### src/rtl/rv32i_types.sv
// Shared pipeline types.
// mem_stall_state_t : pending-access state of the memory stall unit.
// stall_debug       : packed snapshot of stall-unit status for debug taps.
package rv32i_types;

  typedef enum logic [1:0] {
    IDLE      = 2'd0,
    WAIT_BOTH = 2'd1,
    WAIT_I    = 2'd2,
    WAIT_D    = 2'd3
  } mem_stall_state_t;

  typedef struct packed {
    logic             stall;
    logic             i_done;
    logic             d_done;
    mem_stall_state_t state;
  } stall_debug;

  localparam logic [31:0] STALL_CNT_MAX = 32'hFFFF_FFFF;
  localparam int          PORT_I        = 0;
  localparam int          PORT_D        = 1;

endpackage

### src/rtl/mem_stall_unit.sv
// Memory stall unit: freezes the pipeline while an instruction fetch and/or
// data access is outstanding, remembers responses that arrive early so the
// completed access is not re-issued, and counts stalled cycles.
//
// State table
//   state     | meaning
//   IDLE      | no access pending
//   WAIT_BOTH | fetch and data access both outstanding
//   WAIT_I    | only the fetch outstanding
//   WAIT_D    | only the data access outstanding
//
// Ports
//   clk, rst                          clock, async active-high reset
//   imem_read, imem_resp, imem_rdata  IF request / I-cache response
//   dmem_read, dmem_write, dmem_resp,
//   dmem_rdata                        MEM request / D-cache response
//   imem_read_o, dmem_read_o,
//   dmem_write_o                      requests forwarded to the caches
//   instr_o, load_data_o              data delivered to IF/ID and MEM/WB
//   stall_pipeline                    freeze request to hazard unit
//   stall_cycles                      saturating count of stalled cycles
module mem_stall_unit
  import rv32i_types::*;
(
  input  logic        clk,
  input  logic        rst,
  input  logic        imem_read,
  input  logic        imem_resp,
  input  logic [31:0] imem_rdata,
  input  logic        dmem_read,
  input  logic        dmem_write,
  input  logic        dmem_resp,
  input  logic [31:0] dmem_rdata,
  output logic        imem_read_o,
  output logic        dmem_read_o,
  output logic        dmem_write_o,
  output logic [31:0] instr_o,
  output logic [31:0] load_data_o,
  output logic        stall_pipeline,
  output logic [31:0] stall_cycles
);

  // index 0 = fetch side, index 1 = data side
  logic [1:0]       req;
  logic [1:0]       resp;
  logic [1:0]       done_q;
  logic [1:0]       pending;
  logic [1:0]       capture;
  logic [31:0]      rdata  [2];
  logic [31:0]      hold_q [2];
  logic [31:0]      stall_cnt_q;
  logic             i_done;
  logic             d_done;
  mem_stall_state_t state_q;
  mem_stall_state_t state_d;

  assign req[PORT_I]   = imem_read;
  assign req[PORT_D]   = dmem_read | dmem_write;
  assign resp[PORT_I]  = imem_resp;
  assign resp[PORT_D]  = dmem_resp;
  assign rdata[PORT_I] = imem_rdata;
  assign rdata[PORT_D] = dmem_rdata;

  assign i_done = done_q[PORT_I];
  assign d_done = done_q[PORT_D];

  // Still outstanding once this cycle's responses are accounted for.
  assign pending        = req & ~done_q & ~resp;
  assign stall_pipeline = |pending;

  // Only an early response (the other side still pending) needs holding;
  // a final response is consumed directly as the pipeline advances.
  assign capture = {2{stall_pipeline}} & req & ~done_q & resp;

  always_ff @(posedge clk or posedge rst) begin
    if (rst) begin
      for (int k = 0; k < 2; k++) begin
        done_q[k] <= 1'b0;
        hold_q[k] <= '0;
      end
    end else begin
      for (int k = 0; k < 2; k++) begin
        if (!stall_pipeline) begin
          done_q[k] <= 1'b0;
        end else if (capture[k]) begin
          done_q[k] <= 1'b1;
          hold_q[k] <= rdata[k];
        end
      end
    end
  end

  assign imem_read_o  = imem_read  & ~i_done;
  assign dmem_read_o  = dmem_read  & ~d_done;
  assign dmem_write_o = dmem_write & ~d_done;
  assign instr_o      = i_done ? hold_q[PORT_I] : imem_rdata;
  assign load_data_o  = d_done ? hold_q[PORT_D] : dmem_rdata;

  always_ff @(posedge clk or posedge rst) begin
    if (rst) begin
      stall_cnt_q <= '0;
    end else if (stall_pipeline && (stall_cnt_q != STALL_CNT_MAX)) begin
      stall_cnt_q <= stall_cnt_q + 32'd1;
    end
  end

  assign stall_cycles = stall_cnt_q;

  always_ff @(posedge clk or posedge rst) begin
    if (rst) begin
      state_q <= IDLE;
    end else begin
      state_q <= state_d;
    end
  end

  always_comb begin
    state_d = IDLE;
    if (stall_pipeline) begin
      case (pending)
        2'b11:   state_d = WAIT_BOTH;
        2'b01:   state_d = WAIT_I;
        2'b10:   state_d = WAIT_D;
        default: state_d = IDLE;
      endcase
    end
  end

  // IDLE is only ever entered on an advancing cycle or reset, both of which
  // clear the done flags.
  a_idle_flags_clear : assert property (
    @(posedge clk) disable iff (rst) (state_q == IDLE) |-> (done_q == 2'b00)
  );

endmodule

### config.mk
export PLATFORM = sky130hd
export DESIGN_NAME = mem_stall_unit
export DESIGN_NICKNAME = d
export VERILOG_FILES = /design/src/rtl/rv32i_types.sv /design/src/rtl/mem_stall_unit.sv
export SDC_FILE = /design/constraint.sdc
export NUM_CORES = 1
export LEC_CHECK = 0
export BUFFER_PORTS_ARGS = -buffer_cell sky130_fd_sc_hd__buf_2
export CAP_MARGIN = 15
export CORE_ASPECT_RATIO = 1.5
export CORE_UTILIZATION = 50
export DETAILED_ROUTE_END_ITERATION = 10
export PLACE_DENSITY = 0.8
export SLEW_MARGIN = 20
export SYNTH_ARGS = -nofsm -noshare
export SYNTH_HDL_FRONTEND = slang
export SYNTH_SLANG_ARGS = --single-unit
### constraint.sdc
create_clock -name clk -period 3.3 [get_ports clk]
set_input_delay 0.33 -clock clk [delete_from_list [all_inputs] [get_ports clk]]
set_output_delay 0.33 -clock clk [all_outputs]
set_load 0.005 [all_outputs]
# --- Word level (Yosys, flattened, before mapping) ---
# Cells that the tools add are included.
totals:
  wordCells: 32
  ff_bits: 98
  output_inout_bits: 100
  inputBits: 71
classes:
  n_bitwise: 13
  eq_ne: 3
  n_reduce_logical: 4
  add_sub_neg: 1
  mux: 6
ops:
  columns: ["operator", "n"]
  rows:
  - ["two-way mux 32 bit", 2]
  - ["adder 32 x 1 -> 32 bit, second input constant", 1]
  - ["!= test 32 bit, second input constant", 1]
  - ["AND 2 bit", 5]
  - ["two-way mux 1 bit", 4]
  - ["!= test 2 x 1 -> 1 bit, second input constant", 2]
  - ["NOT 2 bit", 2]
  - ["AND reduction 2 bit", 2]
  - ["AND 1 bit", 3]
  - ["NOT 1 bit", 2]
  - ["OR reduction 2 bit", 1]
  - ["logical AND 1 bit", 1]
  - ["OR 1 bit", 1]

# --- Longest topological paths before layout ---
# Gate-level depths: netlist of run 1.
logic_depth:
  word_depth: 9
  mapped_depth: 7
  mapped_depth_nobuf: 5

# --- Least setup slack after synthesis of run 1 ---
# OpenSTA, ideal clock, no wires.
synth_path:
  kind: "reg2reg"
  start: "register done_q[0]"
  end: "register stall_cnt_q[28] (netlist: stall_cycles[28])"
  n_path_buf: 1
  required_ns: 3.175
  t_arrival_ns: 1.661
  period_less_slack_ns: 1.786
  setup_slack_ns: 1.514
  setup_time_ns: 0.125
  stages_incl_launch_ff: 7
  path_cell_list: "dfrtp_1 > buf_2 > nor3b_2 > a21oi_2 > or3_1 > nor2_1 > mux2_2"
synth_via:
  elab_chain_cells: 5
synth_rtl:
  columns: ["item", "line_no", "source"]
  rows:
  - ["start, declared", "mem_stall_unit.sv:46", "logic [1:0] done_q;"]
  - ["start signal, assigned by index", "mem_stall_unit.sv:78", "done_q[k] <= 1'b0;"]
  - ["start signal, assigned by index", "mem_stall_unit.sv:84", "done_q[k] <= 1'b0;"]
  - ["start signal, assigned by index", "mem_stall_unit.sv:86", "done_q[k] <= 1'b1;"]
  - ["NOT 2 bit", "mem_stall_unit.sv:68", "assign pending = req & ~done_q & ~resp;"]
  - ["AND 2 bit (2 in a row)", "mem_stall_unit.sv:68", null]
  - ["OR reduction 2 bit", "mem_stall_unit.sv:69", "assign stall_pipeline = |pending;"]
  - ["logical AND 1 bit", "mem_stall_unit.sv:102", "end else if (stall_pipeline && (stall_cnt_q != STALL_CNT_MAX)) begin"]
  - ["end signal, assigned", "mem_stall_unit.sv:103", "stall_cnt_q <= stall_cnt_q + 32'd1;"]
  - ["end, declared", "mem_stall_unit.sv:51", "logic [31:0] stall_cnt_q;"]
# No other way between the ends.
# A chain may end at the register's enable or synchronous reset.

# --- Worst setup path in the final report of run 1 ---
layout_path:
  start: "register done_q[1]"
  end: "register hold_q[12] in the netlist's numbering"
layout_via:
  elab_chain_cells: 8
layout_rtl:
  columns: ["item", "line_no", "source"]
  rows:
  - ["NOT 2 bit *", "mem_stall_unit.sv:68, mem_stall_unit.sv:73", null]
  - ["AND 2 bit (2 in a row)", "mem_stall_unit.sv:68", null]
  - ["OR reduction 2 bit", "mem_stall_unit.sv:69", null]
  - ["AND 2 bit (3 in a row)", "mem_stall_unit.sv:73", "assign capture = {2{stall_pipeline}} & req & ~done_q & resp;"]
  - ["AND reduction 2 bit (no line) *", null, null]
  - ["end signal, assigned by index", "mem_stall_unit.sv:87", "hold_q[k] <= rdata[k];"]
  - ["end, declared", "mem_stall_unit.sv:50", "logic [31:0] hold_q [2];"]
# Mark *: on every way between the ends. The rest lies on a longest branch, timed or not.

==> reports/qor.yml, run 1 <==
critical_path:
  start_kind: "flip-flop"
  crit_start: "done_q[1]"
  crit_type: "reg -> reg"
  crit_path_cell_trace: "buf_4, nor2b_1, o21a_1, nand2_1, buf_4, mux2_2"
  crit_family: "buffers and inverters"
  worstPathRequired_ns: 3.52
  crit_slowest_cell: "mux2_2"
  crit_path_max_incr_delay_ns: 0.39
  cp_common_cell: "buf_4"
  crit_arrival_ns: 2.23
  cp_num_buf_inv: 2
  worstPathMaxFanout: 35
  endpoint_kind: "flip-flop"
  reg2reg_from: "done_q[1]"
drt:
  routed_wl_um: 10400
  drcViolationCount: 0
  first_iter_violations: 122
  drtPass1Iterations: 4
  vias_per_cell: 5.37
  drtAntennaViolNets: 0
  wl_per_cell_um: 15.9
  vias: 3514
timing:
  slew_headroom_pct: 61.6
  finalCritPeriodShare_pct: 60.8
  max_freq_mhz: 498
  drv_slew: 0
  worst_pin_slew_ns: 0.576
  fin_tns_setup_ns: 0
  hold_violations: 0
  clock_skew_ns: 0.00502
  setup_viol: 0
  rsz0062_at_grt: "false"
  finalCriticalPeriod_ns: 2.01
floorplanning:
  fp-row-count: 43
  die-area_um2: 10100
  core_area_um2: 9310
  io_pins: 171
  die_w_um: 82.3
  die_h_um: 122
  initial_core_util_pct: 52.0
logic_synthesis:
  synth_edf_count: 0
  synth_fa_ha_area_share_pct: 0.259
  synth_compound_area_share_pct: 1.35
  synthSimpleGateAreaFrac_pct: 10.1
  synth_seq_cells: 98
  synth_area_per_cell_um2: 13.2
  synth_cells: 365
  synth_top_area_share_pct: 50.7
  synth-seq-area-share_pct: 50.7
  synth_nets: 437
  ys.flop_type: "dfrtp_1"
  yosysTopAreaCell: "dfrtp_1"
  yosys-top-cells-count: "130 x mux2_2, 98 x dfrtp_1, 23 x xnor2_1, 16 x nand4_1, 15 x nand2_1"
  synth_xor_area_share_pct: 5.07
  synthArstFlopShare_pct: 100
  ys_top_cells_by_area: "dfrtp_1 51%, mux2_2 30%, xnor2_1 4.2%"
  syn_area_um2: 4840
  yosysWarningCount: 0
  synthMostInstantiatedCell: "mux2_2"
  yosys-mux-area-fraction_pct: 30.7
  synth_top_family_by_area: "multiplexers"
  ys_types: 36
global_route:
  grt_max_degree: 47
  grtUsageTotal_pct: 22.0
  grt_pass1_wl_um: 16600
  antenna_found_initial: 0
  overflow: 0
  grt_pass1_vias: 3680
finish:
  n_fill_cell: 718
  drive_gt1_share_pct: 62.4
  layout.nets: 609
  stdcell_count: 654
  final_cell_area_um2: 6130
  antenna_cells: 0
  syn_to_final_growth_pct: 26.7
clock_network:
  cts_buffer_depth: 2
  cts_resized: 0
  cts_made_buffers: 9
  clock-root-buffer: "clkbuf_16"
  insertion_delay_ns: 0.34
  h-tree-depth: 3
  cts_setup_buffers: 0
  cts_tree: "done"
  cts_num_sinks: 98
  ctsHoldBuffers: 0
  clk_pin_slew_ns: 0.07
worst_hold_path:
  hold_path.class: "in -> async"
pwr:
  powerDensity_nw_per_um2: 545
  p_leak_nw: 2.86
  ir_drop_mv: 0.327
placement:
  place_inst: 638
  io_buffers: 170
  place_congestion: 0.784
  place_hpwl_um: 7650
  placed_area_um2: 5800
status:
  status: "finished clean"
job:
  max-cap-violations: 0
-- area by class of cell --
class / instances / area (um2) / area share, %
clock buffers: 13 / 280 / 4.57
repair buffers: 176 / 896 / 14.6
inverters: 4 / 17.5 / 0.286
well taps: 112 / 140 / 2.29
multi-input cells: 248 / 2300 / 37.5
flip-flops and latches: 98 / 2450 / 40.0
clock inverters: 3 / 45.0 / 0.735
-- through the flow --
stage          hold WS (ns)  util, %  setup WS, ns  power, mW
6_report             0.0585     65.8          1.29       3.34
5_1_grt               0.108     65.8          1.15       3.52
4_1_cts              0.0704     65.8          1.26       3.38
3_5_place_dp          0.437     62.3          1.27       2.26
3_3_place_gp          0.435     62.3          1.35       2.22
2_1_floorplan         0.474        -         0.408       2.00
-- power breakdown --
part	switching, mW	internal (mW)
sequential	0.153	1.45
clock	0.436	0.670
combinational	0.251	0.382
total	0.840	2.50
-- path summary, 6_finish.rpt --
| kind | end | slack, ns | cells after the start |
|---|---|---|---|
| worst max-delay path | hold_q[12] | 1.29 | 6 |
| worst min-delay path | hold_q[25] | 0.06 | 2 |
| worst max register to register | hold_q[12] | 1.29 | 6 |
| worst min register to register | hold_q[50] | 0.50 | 1 |
| max in group asynchronous | hold_q[1] | 2.41 | 3 |
| min in group clk | hold_q[24] | 0.23 | 2 |
-- logic make-up after synthesis --
kind of cell	count (synthesis)
multiplexers	132
adder cells (fa/ha/maj)	1
XOR/XNOR	28
buffers and inverters	19
AO/OA/AOI/OAI	7
flip-flops	98
AND/OR/NAND/NOR	80
-- flip-flops by register name, indices dropped and copies added (netlist names) --
| signal | flops |
|---|---|
| stall_cycles | 32 |
| done_q | 2 |
| hold_q | 64 |
-- worst reg2reg max path, cell delays in order, from the launching register on --
cell and delay (ns):
dfrtp_1 0.34, buf_4 0.38, nor2b_1 0.12, o21a_1 0.21, nand2_1 0.06, buf_4 0.37, mux2_2 0.40
-- layer usage --
layer | global-route usage [%] | share of wire, % | vias to the layer above
met5 | 0 | 0 | -
met4 | 9.65 | 2.6 | 0
met3 | 5.80 | 6.4 | 20
met2 | 39.5 | 54 | 108
met1 | 23.5 | 37 | 1720
li1 | - | - | 1666
-- layout by cell type (no fill, tap or decap), drive strengths merged, types with 5 or more instances in the layout --
cell,count
xnor2,23
buf,176
nand4,17
nor3,6
clkbuf,13
xor2,5
nand3,13
nand2,15
mux2,130
dfrtp,98
nor2,10
No activity file was read; power rests on OpenSTA's default activity.
==> run 2: changes to the inputs <==
--- a/config.mk
+++ b/config.mk
@@ -8,9 +8,9 @@
 export BUFFER_PORTS_ARGS = -buffer_cell sky130_fd_sc_hd__buf_2
 export CAP_MARGIN = 15
 export CORE_ASPECT_RATIO = 1.5
-export CORE_UTILIZATION = 50
+export CORE_UTILIZATION = 45
 export DETAILED_ROUTE_END_ITERATION = 10
-export PLACE_DENSITY = 0.8
+export PLACE_DENSITY = 0.76
 export SLEW_MARGIN = 20
 export SYNTH_ARGS = -nofsm -noshare
 export SYNTH_HDL_FRONTEND = slang
==> constraint.sdc (replaced) <==
create_clock -name clk -period 1.84 [get_ports clk]
set_input_delay 0.184 -clock clk [delete_from_list [all_inputs] [get_ports clk]]
set_output_delay 0.184 -clock clk [all_outputs]
set_load 0.005 [all_outputs]
==> run 2 against run 1 <==
  * The run now ends with negative hold slack left
  * Non-clock buffer count up 29
  * Sequential share of layout area down 2.0 points
  * Sequential power rose by 77%
  * Sequential cell count unchanged
  * Final cell count increased by 9.3%
  * Clock power rose by 63%
  * Global-route usage fell by 1.6 points
  * Final area is 5.4% higher
  * Total power rose by 79%
  * Via count rose by 4.7%
  * Largest cell class unchanged
==> reports/qor.yml, run 2 (synthesis gave the netlist of run 1 again) <==
finish:
  layout.nets: 638  # +4.8%
  largest_reg_flops: 64  # unchanged
  mostFrequentLayoutCells: "170 x buf_2, 130 x mux2_2, 97 x dfrtp_1"
  n_fill_cell: 873  # +22%
  antenna_cells: 0  # unchanged
  syn_to_final_growth_pct: 33.6
  largest-register: "hold_q"
  final_cell_area_um2: 6460  # +5.4%
  drive_gt1_share_pct: 65.1  # +2.8 points
  layout_commonest_cell: "buf_2"
  final_core_util_pct: 61.3  # -4.5 points
status:
  violations: "negative hold slack"
  status: "finished with violations"
clock_network:
  clock-root-buffer: "clkbuf_16"
  cts_num_sinks: 98  # unchanged
  cts_buffer_depth: 2  # unchanged
  cts_made_buffers: 9  # unchanged
  cts_tree: "done"
  h-tree-depth: 3  # unchanged
  insertion_delay_ns: 0.33  # about the same
  clk_pin_slew_ns: 0.07  # about the same
drt:
  drcViolationCount: 0  # unchanged
  first_iter_violations: 101  # -17%
  wl_per_cell_um: 15.5  # -2.4%
  routed_wl_um: 11100  # +6.7%
  vias_per_cell: 5.14  # -4.3%
  drtAntennaViolNets: 0  # unchanged
  vias: 3678  # +4.7%
  drtPass1Iterations: 5  # +1
global_route:
  grtUsageTotal_pct: 20.4  # -1.6 points
  grt_pass1_wl_um: 17700  # +6.2%
  antenna_found_initial: 0  # unchanged
  grt_max_degree: 99  # +110%
  grt_use_met1_pct: 22.8  # -0.63 points
  grt_pass1_vias: 3748  # +1.8%
  overflow: 0  # unchanged
  busiest_layer: "met2"
  met3_usage_pct: 4.62  # -1.2 points
  grtUsageMet2_pct: 37.3  # -2.1 points
critical_path:
  crit_type: "reg -> out"
  worst-path-stages: 3  # -3
  crit_slowest_cell: "dfrtp_1"
  crit_family: "buffers and inverters"
  worstPathMaxFanout: 33  # -5.7%
  crit_path_max_incr_delay_ns: 0.42  # +0.03 ns
  cp_num_buf_inv: 2  # unchanged
  worstPathRequired_ns: 1.66  # -1.86 ns
  reg2reg_depth: 5  # -1
  endpoint_kind: "primary output"
  reg2reg_from: "done_q[0]"
  crit_arrival_ns: 1.59  # -0.64 ns
  crit_path_cell_trace: "buf_6, mux2_2, buf_2"
  crit_start: "done_q[0]"
  start_kind: "flip-flop"
timing:
  rsz0062_at_grt: "true"
  whs_ns: -0.0187  # -0.0772 ns
  drv_slew: 0  # unchanged
  finalCriticalPeriod_ns: 1.77
  clock_skew_ns: 0.00506  # +0.0000348 ns
  hold_violations: 9  # +9
  max_freq_mhz: 564
  setup_ws_ns: 0.0673  # -1.23 ns
  finalCritPeriodShare_pct: 96.3
  worst_pin_slew_ns: 0.522  # -0.0539 ns
  setup_viol: 0  # unchanged
  slew_headroom_pct: 65.2  # +3.6 points
job:
  max-cap-violations: 0  # unchanged
pwr:
  powerDensity_nw_per_um2: 926  # +70%
  ir_drop_mv: 0.825  # +150%
  p_int_mw: 4.46  # +78%
  p_seq_share_pct: 47.3  # -0.7 points
  p_comb_share_pct: 22.3  # +3.4 points
  power_frac_clock_pct: 30.3  # -2.8 points
  switchingPower_mw: 1.53  # +82%
  p_leak_nw: 3.02  # +5.6%
  swShare_pct: 25.5  # +0.38 points
floorplanning:
  fp-row-count: 46  # +7.0%
  initial_core_util_pct: 45.9  # -6.0 points
  die_w_um: 86.6  # +5.3%
  io_pins: 171  # unchanged
  core_area_um2: 10500  # +13%
  die_h_um: 129  # +5.3%
  die-area_um2: 11200  # +11%
placement:
  place_congestion: 0.793  # +1.2%
  placed_area_um2: 6060  # +4.5%
  io_buffers: 170  # unchanged
  place_hpwl_um: 8140  # +6.5%
  dp_slack_ns: 0.0640  # -1.21 ns
worst_hold_path:
  hold_path.class: "in -> async"
==> run 2: changes by cell type in the layout (fill, tap and decap cells not counted), moves of 2 or more <==
cell and delta:
buf_12 +4, buf_4 +23, clkbuf_8 -4, clkinv_2 +4
nor3b_2 -2, nor3b_4 +2
==> run 2: final cells by class <==
| cell class | instances | area (um2) | share of cell area (%) |
|---|---|---|---|
| clock inverter | 6 | 57.6 | 0.891 |
| timing repair buffer | 205 | 1180 | 18.3 |
| sequential | 98 | 2450 | 38.0 |
| multi-input combinational | 248 | 2340 | 36.2 |
| tap | 144 | 180 | 2.79 |
| clock buffer | 10 | 229 | 3.54 |
| inverter | 4 | 18.8 | 0.290 |
==> run 2: per-stage QoR <==
step	power, mW	hold slack, ns	setup TNS, ns	std cells
floorplan	3.58	0.334	0	365
global placement	4.08	0.372	0	694
detailed placement	4.17	0.381	0	694
CTS	6.01	0.0147	0	710
global route	6.31	0.0512	-0.0572	715
finish	5.99	-0.0187	0	715
==> run 2: timing repair <==
item / 4_1_cts / 5_1_grt
buffers inserted: 0 / 4
pin swaps: 0 / 5
gates cloned: 0 / 1
resized for setup: 3 / 10
endpoints found under the setup margin: 38 / 34
hold buffers: 0 / 0
==> run 2: power by group through the flow <==
stage / clock network [mW] / logic [mW] / registers, mW
6_report: 1.81 / 1.34 / 2.83
5_1_grt: 1.96 / 1.47 / 2.89
4_1_cts: 1.87 / 1.30 / 2.84
3_5_place_dp: 0 / 1.30 / 2.88
3_3_place_gp: 0 / 1.24 / 2.83
2_1_floorplan: 0 / 0.738 / 2.84
==> run 2: worst paths after layout <==
path	slack [ns]	endpoint
hold reg to reg	0.50	hold_q[38]
hold / removal	-0.02	hold_q[18]
setup reg to reg	0.09	stall_cycles[28]
max in group asynchronous	1.45	hold_q[43]
setup / recovery	0.07	instr_o[28]
min in group clk	0.09	hold_q[26]
==> run 2: layer usage <==
layer  routed length [um]  vias to the layer above
met5                    0                        -
met4                  153                        0
met3                  565                       12
met2                 6100                      118
met1                 4300                     1826
li1                     -                     1722
==> run 2: worst reg2reg max path, cell delays in order, from the launching register on <==
cell,delay [ns]
dfrtp_1,0.42
nor3b_4,0.28
a21oi_4,0.09
or3_4,0.42
nor2_2,0.10
mux2_2,0.33
==> run 3: changes to the inputs <==
--- a/config.mk
+++ b/config.mk
@@ -5,12 +5,14 @@
 export SDC_FILE = /design/constraint.sdc
 export NUM_CORES = 1
 export LEC_CHECK = 0
+export ABC_AREA = 1
 export BUFFER_PORTS_ARGS = -buffer_cell sky130_fd_sc_hd__buf_2
 export CAP_MARGIN = 15
 export CORE_ASPECT_RATIO = 1.5
-export CORE_UTILIZATION = 45
+export CORE_MARGIN = 2
+export CORE_UTILIZATION = 47
 export DETAILED_ROUTE_END_ITERATION = 10
-export PLACE_DENSITY = 0.76
+export PLACE_DENSITY = 0.78
 export SLEW_MARGIN = 20
 export SYNTH_ARGS = -nofsm -noshare
 export SYNTH_HDL_FRONTEND = slang
==> constraint.sdc (replaced) <==
create_clock -name clk -period 1.84 [get_ports clk]
set_input_delay 0.276 -clock clk [delete_from_list [all_inputs] [get_ports clk]]
set_output_delay 0.276 -clock clk [all_outputs]
set_load 0.005 [all_outputs]
==> run 3 against run 2 <==
  * Largest cell class unchanged
  * Maximum frequency is 3.8% higher
  * The flow now finishes without violations
  * Count of clock-buffer cells in the layout is the same
  * Final cell count increased by 54%
  * Area after synthesis is 11% higher
  * Global-route usage up 2.8 points
  * Critical path type unchanged
==> reports/qor.yml, run 3 <==
drt:
  drtPass1Iterations: 4  # -1
  top_layer: "met4"
  vias: 5363  # +46%
  drcViolationCount: 0  # unchanged
  wl_met1_um: 5520  # +29%
  routed_wl_um: 13900  # +25%
  drtAntennaViolNets: 0  # unchanged
  vias_per_cell: 4.86  # -5.5%
  met3WireLength_um: 676  # +20%
  first_iter_violations: 235  # +130%
  wl_met2_um: 6970  # +14%
  wl_per_cell_um: 12.6  # -19%
logic_synthesis:
  synth_xor_area_share_pct: 1.96  # -3.1 points
  yosys-top-cells-count: "318 x nand2_1, 133 x o21ai_0, 98 x dfrtp_1, 93 x inv_1, 53 x nor2_1"
  synth_cells: 778  # +110%
  synth_fa_ha_area_share_pct: 0.233  # -0.026 points
  ys_top_cells_by_area: "dfrtp_1 46%, nand2_1 22%, o21ai_0 12%"
  synthMostInstantiatedCell: "nand2_1"
  synth_top_area_share_pct: 45.6  # -5.1 points
  synthSimpleGateAreaFrac_pct: 30.1  # +20 points
  ys.flop_type: "dfrtp_1"
  synth_seq_cells: 98  # unchanged
  yosysTopAreaCell: "dfrtp_1"
  yosys-mux-area-fraction_pct: 0  # -31 points
  synth-seq-area-share_pct: 45.6  # -5.1 points
  synth_top_family_by_area: "simple AND/OR/NAND/NOR gates"
  synth_compound_area_share_pct: 12.7  # +11 points
  synth_edf_count: 0  # unchanged
  synth_nets: 850  # +95%
  yosysWarningCount: 0  # unchanged
  synth_area_per_cell_um2: 6.91  # -48%
  synthArstFlopShare_pct: 100  # unchanged
  syn_area_um2: 5380  # +11%
  ys_types: 24  # -33%
finish:
  stdcell_count: 1103  # +54%
  final_cell_area_um2: 6800  # +5.3%
  layout_commonest_cell: "nand2_1"
  drive_gt1_share_pct: 23.0  # -42 points
  syn_to_final_growth_pct: 26.6
  layout.nets: 1023  # +60%
  mostFrequentLayoutCells: "318 x nand2_1, 170 x buf_2, 133 x o21ai_0"
  largest-register: "hold_q"
  largest_reg_flops: 64  # unchanged
  antenna_cells: 0  # unchanged
status:
  status: "finished clean"
placement:
  placed_area_um2: 6480  # +7.0%
  place_hpwl_um: 10100  # +24%
  place_congestion: 0.966  # +22%
  place_inst: 1086  # +56%
  io_buffers: 170  # unchanged
floorplanning:
  io_pins: 171  # unchanged
  core_area_um2: 11100  # +5.5%
  die_h_um: 135  # +4.7%
  die-area_um2: 12300  # +10%
  fp-row-count: 47  # +2.2%
  initial_core_util_pct: 48.4  # +2.4 points
  die_w_um: 91.3  # +5.4%
timing:
  clock_skew_ns: 0.00629  # +0.00123 ns
  setup_viol: 0  # unchanged
  slew_headroom_pct: 64.0  # -1.2 points
  finalCriticalPeriod_ns: 1.71  # -0.0656 ns
  hold_violations: 0  # -9
  max_freq_mhz: 586  # +3.8%
  drv_slew: 0  # unchanged
  finalCritPeriodShare_pct: 92.8  # -3.6 points
  rsz0062_at_grt: "false"
  fin_tns_setup_ns: 0  # unchanged
  worst_pin_slew_ns: 0.539  # +0.0177 ns
clock_network:
  cts_buffer_depth: 2  # unchanged
  insertion_delay_ns: 0.34  # about the same
  cts_num_sinks: 98  # unchanged
  cts_tree: "done"
  h-tree-depth: 3  # unchanged
  clock-root-buffer: "clkbuf_16"
  cts_made_buffers: 9  # unchanged
  clk_pin_slew_ns: 0.07  # about the same
critical_path:
  start_kind: "flip-flop"
  crit_type: "reg -> out"
  worstPathRequired_ns: 1.56  # -0.10 ns
  crit_path_max_incr_delay_ns: 0.41  # about the same
  crit_path_cell_trace: "a21oi_1, nand2_1, nand2_4, buf_2"
  crit_arrival_ns: 1.43  # -0.16 ns
  endpoint_kind: "primary output"
  crit_slowest_cell: "dfrtp_1"
  worstPathMaxFanout: 7  # -79%
  rrSetupSlack_ns: 0.15  # +0.06 ns
global_route:
  grtUsageTotal_pct: 23.1  # +2.8 points
  grt_pass1_wl_um: 23000  # +30%
  grt_pass1_vias: 5061  # +35%
  overflow: 0  # unchanged
  grt_max_degree: 99  # unchanged
  antenna_found_initial: 0  # unchanged
pwr:
  p_leak_nw: 3.61  # +19%
  powerDensity_nw_per_um2: 840  # -9.3%
  ir_drop_mv: 0.546  # -34%
worst_hold_path:
  hold_path.class: "in -> async"
job:
  max-cap-violations: 0  # unchanged
run 3: cells by family after synthesis:
| family | after synthesis |
|---|---|
| AO/OA/AOI/OAI | 136 |
| XOR/XNOR | 12 |
| adder cells (fa/ha/maj) | 1 |
| buffers and inverters | 126 |
| flip-flops | 98 |
| AND/OR/NAND/NOR | 405 |
run 3: power by group:
group / switching (mW) / leakage (nW) / internal (mW)
clock network: 0.828 / 0.135 / 1.06
logic: 0.574 / 2.20 / 0.475
registers: 0.256 / 1.27 / 2.52
run 3: path summary, 6_finish.rpt:
kind,from,endpoint,cells after the start
setup reg to reg,stall_cycles[1],stall_cycles[19],10
setup / recovery,done_q[1],stall_pipeline,4
min in group clk,imem_rdata[12],hold_q[44],3
hold / removal,rst,stall_cycles[12],3
hold reg to reg,hold_q[52],hold_q[52],2
max in group asynchronous,rst,hold_q[63],3
run 3: repair_timing:
action,CTS,global route
buffers inserted,0,1
resized for setup,0,4
setup endpoints to repair,0,16
hold buffers,0,0
run 3: critical path, delay by kind of cell (launching register included):
family | cells | cell delay [ns]
AO/OA/AOI/OAI | 1 | 0.21
buffers and inverters | 1 | 0.15
flip-flops | 1 | 0.41
AND/OR/NAND/NOR | 2 | 0.31
run 3: final cells by class:
cell class                 instances  area (um2)
clock buffer                      10         229
clock inverter                     6        66.3
fill                            1064        4310
inverter                          94         362
multi-input combinational        554        2420
sequential                        98        2450
tap                              147         184
timing repair buffer             194        1090
run 3: routing by layer:
layer	up-vias	GRT usage, %
met5	-	0
met4	0	13.8
met3	46	3.40
met2	173	41.3
met1	2399	26.0
li1	2745	-
run 3: metrics by stage:
stage	utilization (%)	hold slack (ns)	worst slack [ns]	power, mW
2_1_floorplan	-	0.437	0.153	3.40
3_3_place_gp	58.3	0.465	0.195	3.81
3_5_place_dp	58.3	0.473	0.150	3.85
4_1_cts	61.0	0.115	0.0818	5.75
5_1_grt	61.2	0.143	0.00166	6.04
6_report	61.2	0.0802	0.133	5.71
